<file path="src/rtl/keypad_scanner.sv">
// -----------------------------------------------------------------------------
// keypad_scanner
//
// Scans a 4x4 matrix keypad, debounces press and release, and hands the
// pressed key's 4-bit code to a downstream consumer over valid/ready.
//
// Ports:
//   clk        system clock, all logic on posedge
//   rst        asynchronous active-low reset
//   row[3:0]   keypad rows (1 = key in the driven column closed), async to clk
//   col[3:0]   one-hot active-high column drive
//   key_code   code of the accepted key
//   key_valid  key_code holds an unconsumed key
//   key_ready  consumer takes key_code at a posedge where key_valid=1
//   key_held   a debounced key is currently down
//   overflow   sticky: a key was dropped because key_valid was still pending
//
// Key map (row r, col c0..c3):
//   r0: 1 2 3 A   r1: 4 5 6 B   r2: 7 8 9 C   r3: * 0 # D
//   digits -> value, A..D -> 0xA..0xD, * -> 0xE, # -> 0xF
// -----------------------------------------------------------------------------
module keypad_scanner #(
  parameter int SCAN_DIV     = 16,   // cycles per column, >= 4
  parameter int DEBOUNCE_CNT = 1000  // stable cycles to accept press/release, >= 2
) (
  input  logic       clk,
  input  logic       rst,
  input  logic [3:0] row,
  output logic [3:0] col,
  output logic [3:0] key_code,
  output logic       key_valid,
  input  logic       key_ready,
  output logic       key_held,
  output logic       overflow
);

  localparam int DIV_W = (SCAN_DIV > 1) ? $clog2(SCAN_DIV) : 1;
  localparam int DEB_W = (DEBOUNCE_CNT > 1) ? $clog2(DEBOUNCE_CNT) : 1;
  localparam logic [DIV_W-1:0] DIV_LAST = DIV_W'(SCAN_DIV - 1);
  localparam logic [DEB_W-1:0] DEB_LAST = DEB_W'(DEBOUNCE_CNT - 1);

  typedef enum logic [1:0] {
    SCAN     = 2'd0,
    DEBOUNCE = 2'd1,
    HELD     = 2'd2,
    RELEASE  = 2'd3
  } state_t;

  state_t           state, state_next;
  logic [3:0]       row_meta, row_s;
  logic [3:0]       col_next;
  logic [DIV_W-1:0] div_cnt, div_cnt_next;
  logic [DEB_W-1:0] deb_cnt, deb_cnt_next;
  logic [1:0]       lat_row, lat_row_next;
  logic [1:0]       lat_col, lat_col_next;
  logic [3:0]       key_code_next;
  logic             key_valid_next;
  logic             key_held_next;
  logic             overflow_next;

  logic             publish;
  logic             single_row;
  logic [3:0]       lat_mask;
  logic [3:0]       col_rot;

  // Index of a one-hot nibble; only used when exactly one bit is set.
  function automatic logic [1:0] onehot_idx(input logic [3:0] v);
    case (v)
      4'b0010: onehot_idx = 2'd1;
      4'b0100: onehot_idx = 2'd2;
      4'b1000: onehot_idx = 2'd3;
      default: onehot_idx = 2'd0;
    endcase
  endfunction

  function automatic logic [3:0] key_lookup(input logic [1:0] r, input logic [1:0] c);
    case ({r, c})
      4'b00_00: key_lookup = 4'h1;
      4'b00_01: key_lookup = 4'h2;
      4'b00_10: key_lookup = 4'h3;
      4'b00_11: key_lookup = 4'hA;
      4'b01_00: key_lookup = 4'h4;
      4'b01_01: key_lookup = 4'h5;
      4'b01_10: key_lookup = 4'h6;
      4'b01_11: key_lookup = 4'hB;
      4'b10_00: key_lookup = 4'h7;
      4'b10_01: key_lookup = 4'h8;
      4'b10_10: key_lookup = 4'h9;
      4'b10_11: key_lookup = 4'hC;
      4'b11_00: key_lookup = 4'hE;  // *
      4'b11_01: key_lookup = 4'h0;
      4'b11_10: key_lookup = 4'hF;  // #
      default:  key_lookup = 4'hD;
    endcase
  endfunction

  assign single_row = (row_s == 4'b0001) || (row_s == 4'b0010) ||
                      (row_s == 4'b0100) || (row_s == 4'b1000);
  assign lat_mask   = 4'b0001 << lat_row;
  assign col_rot    = {col[2:0], col[3]};

  always_ff @(posedge clk or negedge rst) begin
    if (!rst) begin
      state     <= SCAN;
      row_meta  <= 4'b0000;
      row_s     <= 4'b0000;
      col       <= 4'b0001;
      div_cnt   <= '0;
      deb_cnt   <= '0;
      lat_row   <= 2'd0;
      lat_col   <= 2'd0;
      key_code  <= 4'h0;
      key_valid <= 1'b0;
      key_held  <= 1'b0;
      overflow  <= 1'b0;
    end else begin
      state     <= state_next;
      row_meta  <= row;
      row_s     <= row_meta;
      col       <= col_next;
      div_cnt   <= div_cnt_next;
      deb_cnt   <= deb_cnt_next;
      lat_row   <= lat_row_next;
      lat_col   <= lat_col_next;
      key_code  <= key_code_next;
      key_valid <= key_valid_next;
      key_held  <= key_held_next;
      overflow  <= overflow_next;
    end
  end

  always_comb begin
    state_next     = state;
    col_next       = col;
    div_cnt_next   = div_cnt;
    deb_cnt_next   = deb_cnt;
    lat_row_next   = lat_row;
    lat_col_next   = lat_col;
    key_held_next  = key_held;
    key_code_next  = key_code;
    key_valid_next = key_valid;
    overflow_next  = overflow;
    publish        = 1'b0;

    case (state)
      SCAN: begin
        if (div_cnt == DIV_LAST) begin
          div_cnt_next = '0;
          if (single_row) begin
            // Freeze the column and start confirming this key.
            lat_row_next = onehot_idx(row_s);
            lat_col_next = onehot_idx(col);
            deb_cnt_next = '0;
            state_next   = DEBOUNCE;
          end else begin
            col_next = col_rot;
          end
        end else begin
          div_cnt_next = div_cnt + DIV_W'(1);
        end
      end

      DEBOUNCE: begin
        if (row_s == lat_mask) begin
          if (deb_cnt == DEB_LAST) begin
            publish       = 1'b1;
            key_held_next = 1'b1;
            deb_cnt_next  = '0;
            state_next    = HELD;
          end else begin
            deb_cnt_next = deb_cnt + DEB_W'(1);
          end
        end else begin
          col_next     = col_rot;
          div_cnt_next = '0;
          deb_cnt_next = '0;
          state_next   = SCAN;
        end
      end

      HELD: begin
        // Anything but all-rows-open keeps us here; no second key is produced.
        if (row_s == 4'b0000) begin
          deb_cnt_next = '0;
          state_next   = RELEASE;
        end
      end

      default: begin  // RELEASE
        if (row_s == 4'b0000) begin
          if (deb_cnt == DEB_LAST) begin
            key_held_next = 1'b0;
            col_next      = col_rot;
            div_cnt_next  = '0;
            deb_cnt_next  = '0;
            state_next    = SCAN;
          end else begin
            deb_cnt_next = deb_cnt + DEB_W'(1);
          end
        end else begin
          deb_cnt_next = '0;
          state_next   = HELD;
        end
      end
    endcase

    // Consumer handshake, then a new key may overwrite it on the same edge.
    if (key_valid && key_ready) begin
      key_valid_next = 1'b0;
    end
    if (publish) begin
      if (!key_valid || key_ready) begin
        key_code_next  = key_lookup(lat_row, lat_col);
        key_valid_next = 1'b1;
      end else begin
        overflow_next = 1'b1;
      end
    end
  end

endmodule
</file>
<file path="config.mk">
export PLATFORM = sky130hd
export DESIGN_NAME = keypad_scanner
export DESIGN_NICKNAME = d
export VERILOG_FILES = /design/src/rtl/keypad_scanner.sv
export SDC_FILE = /design/constraint.sdc
export NUM_CORES = 1
export LEC_CHECK = 0
export CORE_ASPECT_RATIO = 1.4
export CORE_MARGIN = 10
export CORE_UTILIZATION = 57
export DETAILED_ROUTE_END_ITERATION = 12
export HOLD_SLACK_MARGIN = 0.03
export PLACE_DENSITY = 0.76
export SLEW_MARGIN = 30
export SYNTH_ARGS = -nofsm -noshare
export SYNTH_HDL_FRONTEND = slang
export SYNTH_SLANG_ARGS = --single-unit
</file>
<file path="constraint.sdc">
create_clock -name clk -period 2.53 [get_ports clk]
set_clock_uncertainty 0.05 [all_clocks]
set_input_delay 0.3795 -clock clk [delete_from_list [all_inputs] [get_ports clk]]
set_output_delay 0.3795 -clock clk [all_outputs]
set_load 0.02 [all_outputs]
</file>
==> summary.md <==
| Metric | Value |
|---|---|
| Setup TNS | 0 ns |
| Max Freq | about 0.44 GHz |
| Pint | approximately 1100 uW |
| Die W | approximately 73 um |
| Leak Pwr | around 0.0010 uW |
| Util after Layout | about two thirds |
| Ys flop type | dfrtp_1 |
| Switching Fraction | a little over a third |
| CTS tree | built |
| Avg Vias per Cell | about 6 |
| Register Area | 977 sq um |
| Antenna violations before repair | 0 |
| Clock network fraction of total power | between 20 and 25% |
| CP required | about 2.7 ns |
| Post-synth cell types | approximately 50 |
| Die H | 93.6 um |
| First-pass DRT Iterations | 4 |
| Syn Nets | about 230 |
| Post-Syn Area | roughly 2200 sq um |
| Top post-synthesis cells by area | dfrtp_1 (43%), ha_1 (6.2%), nand2_1 (4.8%) |
| Initial Util | between 50% and 60% |
| Combinational Power Share | 32.2% |
| Max-slew violation count | 0 |
| Ys async rst share | 100% |
| Nets | ~240 |
| Sequential Power Share | between 40 and 50% |
| Syn-to-layout area delta | 11.1% |
| Crit path max fanout | 10 |
| Final Hold Viols | 0 |
| Post-synth EDFFs | 0 |
| Slew HR | between 40% and 50% |
| DRT iter0 DRCs | 74 |
| I/O pin count | 18 |
| Root buffer cell | clkbuf_8 |
| Routed wire length | about 4.4 mm |
| Die area | ~6800 sq um |
| Grt total ovfl | 0 |
| Mapped Avg Cell Area | around 10 sq um |
| # fillers | a little over 300 |
| CP arrival | between 2 and 2.5 ns |
| Row cnt | 26 |
| Largest net degree at the start of global routing | 40 |
| Post-CTS setup buffer count | 0 |
| Critical Path Max Stage Delay | about 0.46 ns |
| Seq/Total Area, Yosys | around 44% |
| Clock Tree Buf Depth | 2 |
| Dominant cell type by area after synthesis | dfrtp_1 |
| Element type at the critical path start | flop |
| Routed Antenna Nets | 0 |
| All-Layer GR Usage | a little over an eighth |
| CTS Buf Count | 5 |
| Area of the multi-input gates | roughly 1100 sq um |
| Synth Register Bits | 39 |
| Outcome | finished, final reports clean |
| Placed Cells | 261 |
| Final setup fails | 0 |
| Worst ir drop on vdd | between 500 and 600 uV |
| PortBufs | 17 |
| Antenna diodes | 0 |
| Ratio of cells with drive above 1 in the final layout | between 10% and 20% |
| DRC Markers | 0 |
| R2R setup slack | about 0.27 ns |
| Post-DP HPWL | roughly 3.3 mm |
| CP cell instances | inv_1, ha_1, and2_1, a221o_1, buf_4, o21bai_1, a21o_1 |
| Worst setup EP type | flop |
| R2R cell count | 7 |
| Placer Congestion | between 0.7 and 0.8 |
| Yosys top cell area share | a little over two fifths |
| Non-filler instance count after layout | between 200 and 300 |
| Routed WL per cell | ~16 um |
| Crit share post-route | about nine tenths |
| Crit Path Class | flop to flop |
| PwrDens | between 600 and 700 nW/um^2 |
| Slowest-stage cell, CP | dfrtp_1 |
| Total number of vias | between 1500 and 2000 |
| Clk_lat worst skew | approximately 0.3 ns |
| Crit path time final | about 2.3 ns |
| Yosys Warn Count | 0 |
| RSZ-0062 raised after global routing | no |
| Cts repair resizes | 0 |
| R2R Path Start | state[0] |
| Vias in the first global route | ~1600 |
| CTS Hold Bufs | 0 |
| Synth Instances | between 200 and 250 |
| P_sw | around 600 uW |
| Global-route wire length before repair | 7.42 mm |
| Max H-tree Level | 2 |
| Worst-path clk slew | roughly 0.070 ns |
| Core Area | 3680 sq um |
| Worst Max-Slew Pin Slew | 0.859 ns |
| Max_cap viols | 0 |
| Clk sink count | 39 |
| Critical R2R Capture | deb_cnt[2] |
| Worst Hold Class | primary input to async pin |
-- power groups by stage --
stage               Combinational [uW]  Clock, uW  Sequential, uW
finish                             544        407             740
global route                       598        442             748
CTS                                540        416             738
detailed placement                 528          0             748
global placement                   508          0             743
floorplan                          441          0             729
-- worst max-delay path: cells and delay by family, from the launching register on --
family          cells  cell delay, ns
buf+inv             2            0.34
flops               1            0.46
fa+ha+maj           1            0.36
compound gates      3            0.74
simple gates        1            0.21
-- routing by layer --
metal	up-vias	track usage (%)	share of wire [%]
li1	783	-	-
met1	782	13.5	37
met2	39	25.5	57
met3	8	3.28	4.0
met4	0	6.67	1.9
met5	-	0	0
-- worst max-delay path by stage --
stage / start / endpoint / slack [ns] / cells after the start
4_1_cts: lat_row[0] / col[2] / 0.29 / 6
2_1_floorplan: state[0] / state[0] / 0.52 / 7
5_1_grt: lat_row[0] / col[2] / 0.18 / 6
6_report: state[0] / deb_cnt[2] / 0.27 / 7
3_3_place_gp: state[0] / state[0] / 0.40 / 6
3_5_place_dp: lat_row[0] / col[2] / 0.30 / 6
-- area by class of cell --
| class | count | share of cell area, % |
|---|---|---|
| Clock buffer | 5 | 2.81 |
| Clock inverter | 3 | 0.613 |
| Inverter | 8 | 1.33 |
| Multi-Input combinational cell | 153 | 45.8 |
| Sequential cell | 39 | 39.9 |
| Tap cell | 42 | 2.15 |
| Timing Repair Buffer | 19 | 7.36 |
-- kinds of logic (layout without fill, tap and decap cells) --
kind of cell             count (synthesis)  after routing  share of synthesized area, %
AO/OA/AOI/OAI                           48             48                          17.9
adder cells (fa/ha/maj)                 11             11                          6.25
buffers and inverters                   19             35                          4.71
flip-flops                              39             39                          44.3
XOR/XNOR                                 4              4                          1.59
multiplexers                            14             14                          6.76
AND/OR/NAND/NOR                         76             76                          18.5
-- cells in the final DEF (no fill, tap or decap), types with 2 or more instances in the layout --
cell / count
dfrtp_1: 38
nand2_1: 28
clkdlybuf4s50_1: 16
nor2_1: 14
o21ai_0: 13
ha_1: 11
nand3_1: 10
inv_1: 7
mux2i_1: 7
o31ai_1: 6
o21ai_2: 5
mux2_1: 5
a2bb2oi_1: 5
clkbuf_8: 5
a21oi_1: 4
nand4_1: 3
xnor2_1: 3
o41ai_1: 3
clkinv_2: 3
a2111oi_4: 2
and2_1: 2
nor4b_2: 2
mux2_2: 2
and3_1: 2
nor3_1: 2
a21o_1: 2
buf_4: 2
-- Yosys cell counts (3+ instances only) --
master	n
a2bb2oi_1	5
nor2_1	14
nand4_1	3
inv_1	7
nand2_1	28
o31ai_1	6
o21ai_2	5
xnor2_1	3
o41ai_1	3
ha_1	11
mux2i_1	7
o21ai_0	13
buf_2	6
dfrtp_1	38
mux2_1	5
nand3_1	10
a21oi_1	4
-- through the flow --
| stage | hold WS (ns) | area (sq um) | total power (uW) | setup slack (ns) |
|---|---|---|---|---|
| floorplan | 0.0339 | 2200 | 1170 | 0.515 |
| global placement | 0.284 | 2360 | 1250 | 0.396 |
| detailed placement | 0.286 | 2360 | 1280 | 0.301 |
| CTS | 0.163 | 2450 | 1690 | 0.290 |
| global route | 0.190 | 2450 | 1790 | 0.180 |
| finish | 0.136 | 2450 | 1690 | 0.267 |
-- state kept, by name (all words and copies together) (netlist names) --
register	flops
overflow	1
state	2
col	4
deb_cnt	10
row_meta	4
key_held	1
lat_col	2
row_s	4
div_cnt	4
key_valid	1
key_code	4
lat_row	2
Note: power is estimated with default switching activity, not from simulation.
